$ cat config.mk
export PLATFORM = sky130hd
export DESIGN_NAME = async_rx_sink
export DESIGN_NICKNAME = d
export VERILOG_FILES = /design/src/rtl/async_pkg.sv /design/src/rtl/sync_chain.sv /design/src/rtl/async_rx_sink.sv
export SDC_FILE = /design/constraint.sdc
export NUM_CORES = 1
export LEC_CHECK = 0
export CORE_MARGIN = 4
export CORE_UTILIZATION = 56
export CTS_CLUSTER_SIZE = 30
export DETAILED_ROUTE_END_ITERATION = 8
export HOLD_SLACK_MARGIN = 0.12
export PLACE_DENSITY = 0.81
export SLEW_MARGIN = 10
export SYNTH_ARGS = -nofsm -noshare
export SYNTH_HDL_FRONTEND = slang
export SYNTH_HIERARCHICAL = 1
export SYNTH_SLANG_ARGS = --single-unit
$ cat constraint.sdc
create_clock -name clk -period 6.4 [get_ports clk]
set_input_delay 0.64 -clock clk [delete_from_list [all_inputs] [get_ports clk]]
set_output_delay 0.64 -clock clk [all_outputs]
set_load 0.05 [all_outputs]
$ cat src/rtl/async_pkg.sv
// async_pkg: definitions shared by the asynchronous pipeline stages and the
// clocked receiver at its tail.
//   rx_state_e : receiver handshake state (IDLE waits for req, ACK waits for RTZ)
//   DATA_W_DEF : token width of the async pipeline data bus
package async_pkg;

  localparam int DATA_W_DEF = 3;

  typedef enum logic {
    IDLE = 1'b0,
    ACK  = 1'b1
  } rx_state_e;

endpackage

$ cat src/rtl/sync_chain.sv
// sync_chain: N-flop synchroniser for a single async-to-clk crossing.
//   clk   : destination clock
//   rst_n : asynchronous active-low clear of every flop
//   d     : asynchronous input
//   q     : synchronised output, N edges behind d
module sync_chain #(
  parameter int N = 2
) (
  input  logic clk,
  input  logic rst_n,
  input  logic d,
  output logic q
);

  logic [N-1:0] ff;

  always_ff @(posedge clk or negedge rst_n) begin
    if (!rst_n) ff <= '0;
    else        ff <= {ff[N-2:0], d};
  end

  assign q = ff[N-1];

endmodule

$ cat src/rtl/async_rx_sink.sv
// async_rx_sink: clocked tail of the asynchronous 4-phase pipeline.
// Synchronises req_in, captures the bundled data_in into a first-word-fall-
// through FIFO, returns a 4-phase ack_in and presents a valid/ready stream.
//   clk, rst_n          : clock, asynchronous active-low reset
//   req_in, data_in     : 4-phase request and bundled data from the last stage
//   ack_in              : 4-phase acknowledge (straight from the state flop)
//   out_valid/ready/data: stream side, FIFO head
//   fill                : occupancy 0..DEPTH
module async_rx_sink
  import async_pkg::*;
#(
  parameter int DATA_W      = DATA_W_DEF,
  parameter int DEPTH       = 4,
  parameter int SYNC_STAGES = 2
) (
  input  logic                       clk,
  input  logic                       rst_n,
  input  logic                       req_in,
  input  logic [DATA_W-1:0]          data_in,
  output logic                       ack_in,
  output logic                       out_valid,
  input  logic                       out_ready,
  output logic [DATA_W-1:0]          out_data,
  output logic [$clog2(DEPTH+1)-1:0] fill
);

  localparam int PTR_W  = $clog2(DEPTH);
  localparam int FILL_W = $clog2(DEPTH+1);

  logic              req_s;
  rx_state_e         state_q, state_d;
  logic              push, pop, full;
  logic [PTR_W-1:0]  wr_ptr, rd_ptr;
  logic [DATA_W-1:0] mem [DEPTH];
  logic [DATA_W-1:0] last_q;

  sync_chain #(.N(SYNC_STAGES)) u_req_sync (
    .clk   (clk),
    .rst_n (rst_n),
    .d     (req_in),
    .q     (req_s)
  );

  // Full uses the registered count only: a pop in this cycle frees the slot
  // for the next cycle, which keeps the write path off the consumer's ready.
  assign full      = (fill == FILL_W'(DEPTH));
  assign out_valid = (fill != '0);
  assign pop       = out_valid && out_ready;
  assign ack_in    = (state_q == ACK);

  always_ff @(posedge clk or negedge rst_n) begin
    if (!rst_n) state_q <= IDLE;
    else        state_q <= state_d;
  end

  always_comb begin
    state_d = state_q;
    push    = 1'b0;
    case (state_q)
      IDLE: if (req_s && !full) begin
        push    = 1'b1;
        state_d = ACK;
      end
      ACK:  if (!req_s) state_d = IDLE;
      default: state_d = IDLE;
    endcase
  end

  // Storage needs no reset: entries are only read while fill says they hold
  // a token, and reset discards the contents by clearing fill.
  always_ff @(posedge clk) begin
    if (push) mem[wr_ptr] <= data_in;
  end

  always_ff @(posedge clk or negedge rst_n) begin
    if (!rst_n) begin
      wr_ptr <= '0;
      rd_ptr <= '0;
      fill   <= '0;
      last_q <= '0;
    end else begin
      if (push) wr_ptr <= wr_ptr + PTR_W'(1);
      if (pop) begin
        rd_ptr <= rd_ptr + PTR_W'(1);
        last_q <= mem[rd_ptr];
      end
      fill <= fill + FILL_W'(push) - FILL_W'(pop);
    end
  end

  // When empty the port keeps showing the most recently popped token.
  assign out_data = out_valid ? mem[rd_ptr] : last_q;

endmodule

-- Yosys cells after proc, flatten, opt, wreduce, memory -nomap -nowiden
Memory sizes are Yosys's and may differ from the RTL's.
Cells that the tools add are included.
- add/subtract/negate cells: 4
- eq/ne operators: 1
- mux-type cells: 7
- bitwise logic cells: 1
- reductions and logical operators: 4
- operator list (kind ; count):
    two-way mux 1 bit ; 5
    adder 2 x 1 -> 2 bit (second input constant) ; 2
    adder 3 x 1 -> 3 bit ; 1
    == test 3 bit (second input constant) ; 1
    two-way mux 3 bit ; 1
    nonzero test 3 bit ; 1
    subtractor 3 x 1 -> 3 bit ; 1
    logical AND 1 bit ; 2
    one-hot mux 1 bit (2 select lines) ; 1
    zero test 1 bit ; 1
    NOT 1 bit ; 1
- register bits: 13
- memory bits (writable): 12
- memories kept: 1
- memory list (name ; depth ; width ; rd ports ; clocked after Yosys merged registers in ; write ports ; line ; RTL):
    mem ; 4 ; 3 ; 1 ; 0 ; 1 ; async_rx_sink.sv:34 ; logic [DATA_W-1:0] mem [DEPTH];

-- Longest topological paths before layout
Gate-level depths: netlist (run 1).
- depth after elaboration: 7
- depth in mapped cells: 11
- gate-level depth less buffers: 10

-- Modules after synthesis
Netlist (run 1), hierarchy kept.
- by module, submodules not included (module ; instances ; cells an instance ; area an instance (µm²)):
    async_rx_sink ; 1 ; 65 ; 1044.8
    sync_chain ; 1 ; 2 ; 50.0

-- Worst setup path after synthesis (run 1)
No wires, ideal clock.
- kind: register -> register
- start point: register fill[2]
- end point: register fill[2]
- setup time: 145 ps
- data arrival time: 2470 ps
- setup slack: 3784 ps
- stages on the path, launching flop included: 12
- buffers on the path: 1
- clock period less this slack: 2616 ps
- path through: dfrtp_1 or3b_1 and3b_1 buf_6 inv_1 ha_1 inv_1 ha_1 inv_1 fa_1 xnor2_1 xnor2_1
- word-level cells in the longest chain between the ends: 7
- ends and longest elaborated chain (what ; line ; RTL):
    start: declaration ; async_rx_sink.sv:24 ; output logic [$clog2(DEPTH+1)-1:0] fill
    start signal: assignment ; async_rx_sink.sv:87 ; fill <= fill + FILL_W'(push) - FILL_W'(pop);
    == test 3 bit ; async_rx_sink.sv:46 ; assign full = (fill == FILL_W'(DEPTH));
    zero test 1 bit ; async_rx_sink.sv:60 ; IDLE: if (req_s && !full) begin
    logical AND 1 bit ; async_rx_sink.sv:60 ;
    two-way mux 1 bit ; async_rx_sink.sv:60 ;
    two-way mux 1 bit ; async_rx_sink.sv:59 ; case (state_q)
    adder 3 x 1 -> 3 bit ; async_rx_sink.sv:87 ;
    subtractor 3 x 1 -> 3 bit * ; async_rx_sink.sv:87 ;
Every way passes the cells marked *; elsewhere a longest branch is shown, timed or not.
A chain may end at the register's enable or synchronous reset.

-- Worst setup path after layout (run 1)
- start point: register rd_ptr[0]
- end point: output out_data[2]
- word-level cells in the longest chain between the ends: 2
- ends and longest elaborated chain (what ; line ; RTL):
    start: declaration ; async_rx_sink.sv:33 ; logic [PTR_W-1:0] wr_ptr, rd_ptr;
    start signal: assignment ; async_rx_sink.sv:84 ; rd_ptr <= rd_ptr + PTR_W'(1);
    memory read (4 x 3 bit) ; -- ;
    two-way mux 3 bit ; async_rx_sink.sv:92 ; assign out_data = out_valid ? mem[rd_ptr] : last_q;
    end: declaration ; async_rx_sink.sv:23 ; output logic [DATA_W-1:0] out_data,
Every way passes these cells.

==> run summary, run 1 <==
At the placement stage, the worst setup path has a slack of 3764 ps. Synthesis handed over a netlist of 67 instances. In this run the cell area of the synthesized design comes to 1095 sq um. The number of distinct library cells after synthesis is 19, and the die height is 52.22 microns. In the final layout, flip-flops and latches occupy 685.7 sq um.

For the utilization after layout, the log shows 0.7130. The run gives 0.405 as the sequential share of power. After the last flow step, the layout net total stands at 96. With fillers left out, the area of the finished cells amounts to 1271 sq um. The first-pass GRT wire length is 2760 microns, and the relative area change from synthesis to final layout is 16.11%.

The count of nets left with antenna violations once routing finished came out at 0. For this design the static power due to leakage is 0.5088 nW. The instance area after placement was 1244 sq um; the maximum fanout along the worst path was 5. Across the routed clock network, the largest skew measured is 2.187 ps. The count of input and output buffers was 14; the peak supply drop was 0.0003029 V. Initial antenna violation count: 0. The post-CTS setup buffer count is 0, and the post-synthesis register bit count is 25. STA classifies the critical path startpoint as a flop. Category of the most critical setup path: reg2out.

The sequential-to-total area share from yosys stat is 0.6263, and the post-synthesis area per instance is 16.34 sq um. The logs give 0.103 for the clock share of power and 0 for the final-report max-slew violation count. The run gives 0 as the max-cap check violation count. 15 I/O pins were placed. The number of enable-type register cells in the synthesized netlist is 12. Hold is met by 373.8 ps. The number of fill cells came out at 123.

The tools report the number of cells upsized or downsized after cts as 0. The via count of the first global-routing pass is 607, and the total number of placement rows is 15. Global-route congestion overflow total: 0. The area of combinational cells with multiple inputs is 364.1 sq um.

The weighted congestion reported at the end of routability-driven placement was 0.7301; the fraction of synthesized cell area taken by the top area cell type was 0.3291. The final total negative setup slack is 0 ps. After synthesis, the most frequently instantiated cells are 13 x sky130_fd_sc_hd__dfrtp_1, 12 x sky130_fd_sc_hd__edfxtp_1, 6 x sky130_fd_sc_hd__ha_1, 6 x sky130_fd_sc_hd__inv_1, 6 x sky130_fd_sc_hd__mux2_2. The total number of yosys warnings came out at 6. The maximum number of pins on one net before global-route repair came out at 15. Subtracting the final worst setup slack from the clock period gives 2969 ps. The dominant register cell in the synthesized netlist was sky130_fd_sc_hd__dfrtp_1. After clock tree synthesis, the clock-pin slew on the worst setup and hold paths is 120 ps.

The detailed router placed 547 vias in this run. Once routing completed, OpenROAD measured the worst setup slack at 3431 ps. The remaining routing DRC violations came out at 0. The type of the most critical hold path is reg2reg.

The clock reaches the later pin of the worst-skew pair after 300 ps. Clock tree synthesis inserted a total of 3 buffers. Share of cells above drive strength 1: 0.2346. For the number of sinks handled by clock tree synthesis, the log shows 25. The global router's overall resource usage is 0.1414, and the actual slew at the worst max-slew pin is 580.3 ps. The count of cells in the finished layout, fillers not included, comes to 106. The kind of end point of the critical path was an output pin. Setup repair after global routing left no endpoint under its margin. The maximum level of the CTS H-tree came out at 1. The clock passes through at most 2 buffers. The net count after synthesis was 81. Yosys attributes the largest share of cell area to sky130_fd_sc_hd__edfxtp_1 33%, sky130_fd_sc_hd__dfrtp_1 30%, sky130_fd_sc_hd__ha_1 6.9%, sky130_fd_sc_hd__mux2_2 6.2%, sky130_fd_sc_hd__mux4_2 6.2%. The tools report the effective utilization at floorplan as 0.6140. The synthesized design spends more area on one cell type than any other, namely sky130_fd_sc_hd__edfxtp_1.

Setup violations remaining at the end of the flow were counted as 0. Count of hold buffers inserted by post-cts repair: 0. For the violation count after the first detailed-routing iteration, the log shows 3. The most common cell in the synthesized netlist is sky130_fd_sc_hd__dfrtp_1.

The number of antenna cells inserted is 0. Combinational power share: 0.492. The flow ran to the end, and the final reports show no timing, DRC or antenna violations. The analysis attributes to net switching a power of 254.3 uW. Cell internal power was estimated by the tool at 376.5 uW. The floorplan step defined a die boundary enclosing 2726 sq um. The final worst-path cycle share works out to 0.4638. The power per cell area came out at 496.2 nW/um^2. The required time at the endpoint of the critical path was 5760 ps; the total count of hold-check failures in the final report was 0. For the worst setup path, the data arrival time is 2330 ps.

The mean routed wirelength per cell was 14.09 microns. The fraction of synthesis flops using an asynchronous set or reset pin is 0.5200. Using the TritonRoute via totals, the vias-per-cell ratio works out to 5.160. TritonCTS built the clock tree. The first detailed-routing pass ran for 4 iterations. The run gives 0.3369 GHz as the fmax. The tools report the core area as 1783 sq um. The post-detailed-routing wire length was 1494 microns; the width of the chip was 52.22 microns. The tools report the headroom to the max-slew limit as 0.6119.

The logs give 630.8 uW for the total power consumption of the routed design and 102 for the number of cells after detailed placement. The tree is rooted in a sky130_fd_sc_hd__clkbuf_4. The fraction of power spent switching nets is 0.4031.
power groups by stage:
| stage | Combinational (mW) | Clock (mW) | Sequential (mW) |
|---|---|---|---|
| 4_1_cts | 0.315 | 0.0685 | 0.256 |
| 3_5_place_dp | 0.314 | 0 | 0.260 |
| 2_1_floorplan | 0.207 | 0 | 0.283 |
| 5_1_grt | 0.340 | 0.0765 | 0.265 |
| 6_report | 0.310 | 0.0652 | 0.255 |
| 3_3_place_gp | 0.306 | 0 | 0.256 |
placed cells by master (no fill, tap or decap):
master,instances
sky130_fd_sc_hd__inv_1,6
sky130_fd_sc_hd__and3b_1,1
sky130_fd_sc_hd__or3_1,1
sky130_fd_sc_hd__and2_2,4
sky130_fd_sc_hd__edfxtp_1,12
sky130_fd_sc_hd__ha_1,6
sky130_fd_sc_hd__or3b_1,1
sky130_fd_sc_hd__fa_1,1
sky130_fd_sc_hd__clkinv_2,1
sky130_fd_sc_hd__o21a_1,1
sky130_fd_sc_hd__xnor2_1,4
sky130_fd_sc_hd__mux2_4,1
sky130_fd_sc_hd__clkbuf_4,3
sky130_fd_sc_hd__xor2_1,1
sky130_fd_sc_hd__nand2_1,1
sky130_fd_sc_hd__dfrtp_1,13
sky130_fd_sc_hd__mux2_2,6
sky130_fd_sc_hd__o31a_2,1
sky130_fd_sc_hd__mux4_2,3
sky130_fd_sc_hd__clkdlybuf4s50_1,14
cell families after synthesis:
| kind of cell | count (synthesis) | synth area share |
|---|---|---|
| simple gates | 8 | 0.05258 |
| xor+xnor | 5 | 0.04000 |
| buf+inv | 10 | 0.04114 |
| fa+ha+maj | 7 | 0.08686 |
| mux | 10 | 0.1371 |
| compound gates | 2 | 0.01600 |
| flops | 25 | 0.6263 |
critical path, stage by stage (launching register included):
cell and delay (ps):
sky130_fd_sc_hd__dfrtp_1 500, sky130_fd_sc_hd__mux4_2 550, sky130_fd_sc_hd__mux2_2 270, sky130_fd_sc_hd__clkdlybuf4s50_1 700
worst paths after layout:
check                      slack [ps]  cells after the start          endpoint             start
hold / removal                    370                      0  u_req_sync/ff[1]  u_req_sync/ff[0]
hold reg to reg                   370                      0  u_req_sync/ff[1]  u_req_sync/ff[0]
min in group asynchronous         690                      1         last_q[0]             rst_n
setup reg to reg                 3940                     10           fill[2]           fill[1]
setup / recovery                 3430                      3       out_data[2]         rd_ptr[0]
max in group asynchronous        5340                      1         wr_ptr[0]             rst_n
flip-flops by register name, summed over array words and instances (netlist names):
signal / cells
fill: 3
mem: 12
rd_ptr: 2
ack_in: 1
last_q: 3
wr_ptr: 2
u_req_sync/ff: 2
metal layers:
layer,part of all wire,GRT usage,up-vias
met1,0.43,0.1766,273
met5,0,0,-
met2,0.52,0.2427,12
met3,0.039,0.03704,2
met4,0.014,0.03830,0
li1,-,-,260
layout make-up:
type | count | area share
Inverter | 6 | 0.01772
Sequential cell | 25 | 0.5394
Clock inverter | 1 | 0.003937
Clock buffer | 3 | 0.01772
Tap cell | 25 | 0.02461
Timing Repair Buffer | 14 | 0.1102
Multi-Input combinational cell | 32 | 0.2864
(Power assumes the default switching activity.)
==> run 2: changes to the inputs <==
CORE_UTILIZATION = 47   (was 56)
PLACE_DENSITY = 0.73   (was 0.81)
clock period = 2.55 ns   (was 6.4 ns; I/O delays follow)
==> run 2 against run 1 <==
Effect of this change:
- sequential power rose to 2.5 times the previous value
- highest routed layer unchanged
- wire length fell by 1.1%
- largest power group unchanged
- sequential share of layout area down 0.17 points
==> run summary, run 2 (same netlist as run 1, synthesis figures left out) <==
The worst setup skew after layout is 6.229 ps (+4.042 ps). The tools report the core area as 2212 sq um (+24%). The share of cells above drive strength 1 came out at 0.2561 (+0.02153).

The run finished with clean final reports. Width of the chip: 56.27 microns (+7.8%). The global-route congestion overflow total is 0 (unchanged), and the final layout net count is 97 (+1.0%). Setup repair after global routing left no endpoint under its margin. The weighted congestion reported at the end of routability-driven placement was 0.6787 (-7.0%); the number of I/O pins was 15 (unchanged).

The first-pass GRT wire length was 2546 microns (-7.8%); the maximum number of pins on one net before global-route repair was 14 (-1). The total count of hold-check failures in the final report was 0 (unchanged). The logs give 671 microns (+5.7%) for the routed metal-1 wirelength and 632.2 uW (+150%) for the switching power total. For the required time at the endpoint of the critical path, the log shows 2790 ps (-2970 ps). The master cell of the clock root buffer was sky130_fd_sc_hd__clkbuf_4. Maximum fanout along the worst path: 6 (+1). Most frequent standard cell in the layout excluding fill and tap cells: sky130_fd_sc_hd__edfxtp_1. The fraction of power spent switching nets works out to 0.4049 (+0.001759).

The number of fill cells is 186 (+51%), and the leakage power total is 0.5133 nW (+0.89%). For the effective utilization at floorplan, the log shows 0.4949 (-0.1191). The worst setup path is launched from a flop. For the final-report max-slew violation count, the log shows 0 (unchanged).

Most flop-heavy register: mem. The peak supply drop is 0.0005872 V (+94%), and the final critical delay including setup and external delays is 2318 ps. Maximum level of the CTS H-tree: 1 (unchanged). For the combinational power share, the log shows 0.484 (-0.008). The tools report the final total negative setup slack as 0 ps (unchanged). The logs give 699 microns (-10%) for the length of routed met2 wiring and 0.105 (+0.002) for the clock share of power.

The category of the most critical setup path is reg2reg. The vias after detailed routing was 545 (-0.37%). Summed over all nets, the half-perimeter wirelength after detailed placement is 1168 microns. The tools report the clock buffer count from CTS as 3 (unchanged).

The library cells used most frequently in the layout, excluding fill and tap cells, are 12 x sky130_fd_sc_hd__edfxtp_1, 11 x sky130_fd_sc_hd__dfrtp_1, 11 x sky130_fd_sc_hd__clkdlybuf4s50_1. The utilization after layout was 0.5786 (-0.1344); the count of input and output buffers was 14 (unchanged). The logs give 110 (+3.8%) for the filler-free cell count of the finished design and 0 (unchanged) for the number of antenna cells inserted. The number of nets with antenna violations after detailed routing came out at 0 (unchanged).

The headroom to the max-slew limit was 0.6051 (-0.006784); the number of cells after detailed placement was 106 (+3.9%). Clock insertion delay at the later pin of the skew report: 310 ps (about the same). The via count of the first global-routing pass was 557 (-8.2%); the power per cell area was 1220 nW/um^2 (+150%).

The max-cap check violation count is 0 (unchanged). The largest registers in the layout are mem (12), fill (3), last_q (3). The final worst-path cycle share was 0.9092; the detailed-route vias per instance was 4.955 (-4.0%).

The actual slew at the worst max-slew pin works out to 590.5 ps (+10.14 ps). The run gives 0 (unchanged) as the remaining routing DRC violations. The post-detailed-routing wire length is 1477 microns (-1.1%). For the violation count after the first detailed-routing iteration, the log shows 3 (unchanged).

TritonCTS built the clock tree. The tools report the global router's overall resource usage as 0.1070 (-0.03433). The total number of placement rows came out at 17 (+2). The cell internal power dissipation is 929.3 uW (+150%), and the iteration count of the initial detailed-routing pass is 4 (unchanged). For the post-CTS setup buffer count, the log shows 0 (unchanged). The logs give 0 (unchanged) for the initial antenna violation count and 3166 sq um (+16%) for the area of the die. The run gives 25 (unchanged) as the number of sinks handled by clock tree synthesis.

The largest buffer count on any clock path was 2 (unchanged); the detailed-routed wire length on met3 was 59 microns (+1.7%). The type of the most critical hold path is in2async. The number of flip-flops under the largest register name works out to 12 (unchanged).

The clock-pin slew of the registers on the worst-case setup and hold paths is 120 ps (about the same). The sequential share of power was 0.411 (+0.006). The worst setup path is captured at a flop. Uppermost layer routed: met4. Final count of negative-setup-slack endpoints: 0 (unchanged).

The mean routed wirelength per cell was 13.43 microns (-4.7%); the data arrival time at the worst-slack endpoint was 2550 ps (+220 ps). The fmax is 0.4313 GHz, and the relative area change from synthesis to final layout is 16.91%. Die height: 56.27 microns (+7.8%).
[run 2: critical path: stages (launching register included)]
cell and delay, ps:
sky130_fd_sc_hd__dfrtp_2 470, sky130_fd_sc_hd__or3b_1 410, sky130_fd_sc_hd__and3b_1 190, sky130_fd_sc_hd__inv_1 60, sky130_fd_sc_hd__ha_1 220, sky130_fd_sc_hd__inv_1 50, sky130_fd_sc_hd__ha_1 130, sky130_fd_sc_hd__inv_1 50
sky130_fd_sc_hd__fa_1 370, sky130_fd_sc_hd__xnor2_1 170, sky130_fd_sc_hd__xnor2_1 130
[run 2: final timing paths]
kind,startpoint,endpoint,slack [ps],cells past startpoint
worst max-delay path,fill[1],fill[2],230,10
worst min-delay path,rst_n,last_q[1],310,1
worst max register to register,fill[1],fill[2],230,10
worst min register to register,u_req_sync/ff[0],u_req_sync/ff[1],370,0
max in group asynchronous,rst_n,fill[1],1830,1
min in group clk,req_in,u_req_sync/ff[0],370,1
[run 2: cell type report]
cell class,count,area [sq um],share of cell area
clock buffers,4,26.28,0.02053
inverters,6,22.52,0.01760
multi-input cells,32,364.1,0.2845
flip-flops and latches,25,688.2,0.5376
well taps,28,35.03,0.02737
repair buffers,15,143.9,0.1124
[run 2: per-layer routing]
layer  up-vias  global-route usage
met3         5             0.02299
met5         -                   0
met1       269              0.1346
met4         0             0.07119
met2        12              0.1653
li1        259                   -
[run 2: power by group through the flow]
stage	clock network [mW]	registers, mW	logic [mW]
3_3_place_gp	0	0.649	0.778
4_1_cts	0.173	0.646	0.770
5_1_grt	0.191	0.663	0.819
3_5_place_dp	0	0.655	0.795
2_1_floorplan	0	0.713	0.520
6_report	0.164	0.642	0.755
[run 2: what timing repair did]
action | CTS | global route
hold endpoints to repair | 0 | 0
endpoints found under the setup margin | 3 | 0
gates resized for setup | 3 | 0
hold buffers | 0 | 0
[run 2: per-stage QoR]
step	setup slack [ps]	hold WS (ps)	power, mW	area (sq um)
floorplan	18.07	-40.59	1.233	1097
detailed placement	239.6	349.6	1.450	1257
CTS	206.1	327.2	1.588	1280
finish	231.6	307.0	1.562	1280
global route	59.56	364.7	1.673	1280
global placement	277.3	332.2	1.427	1257
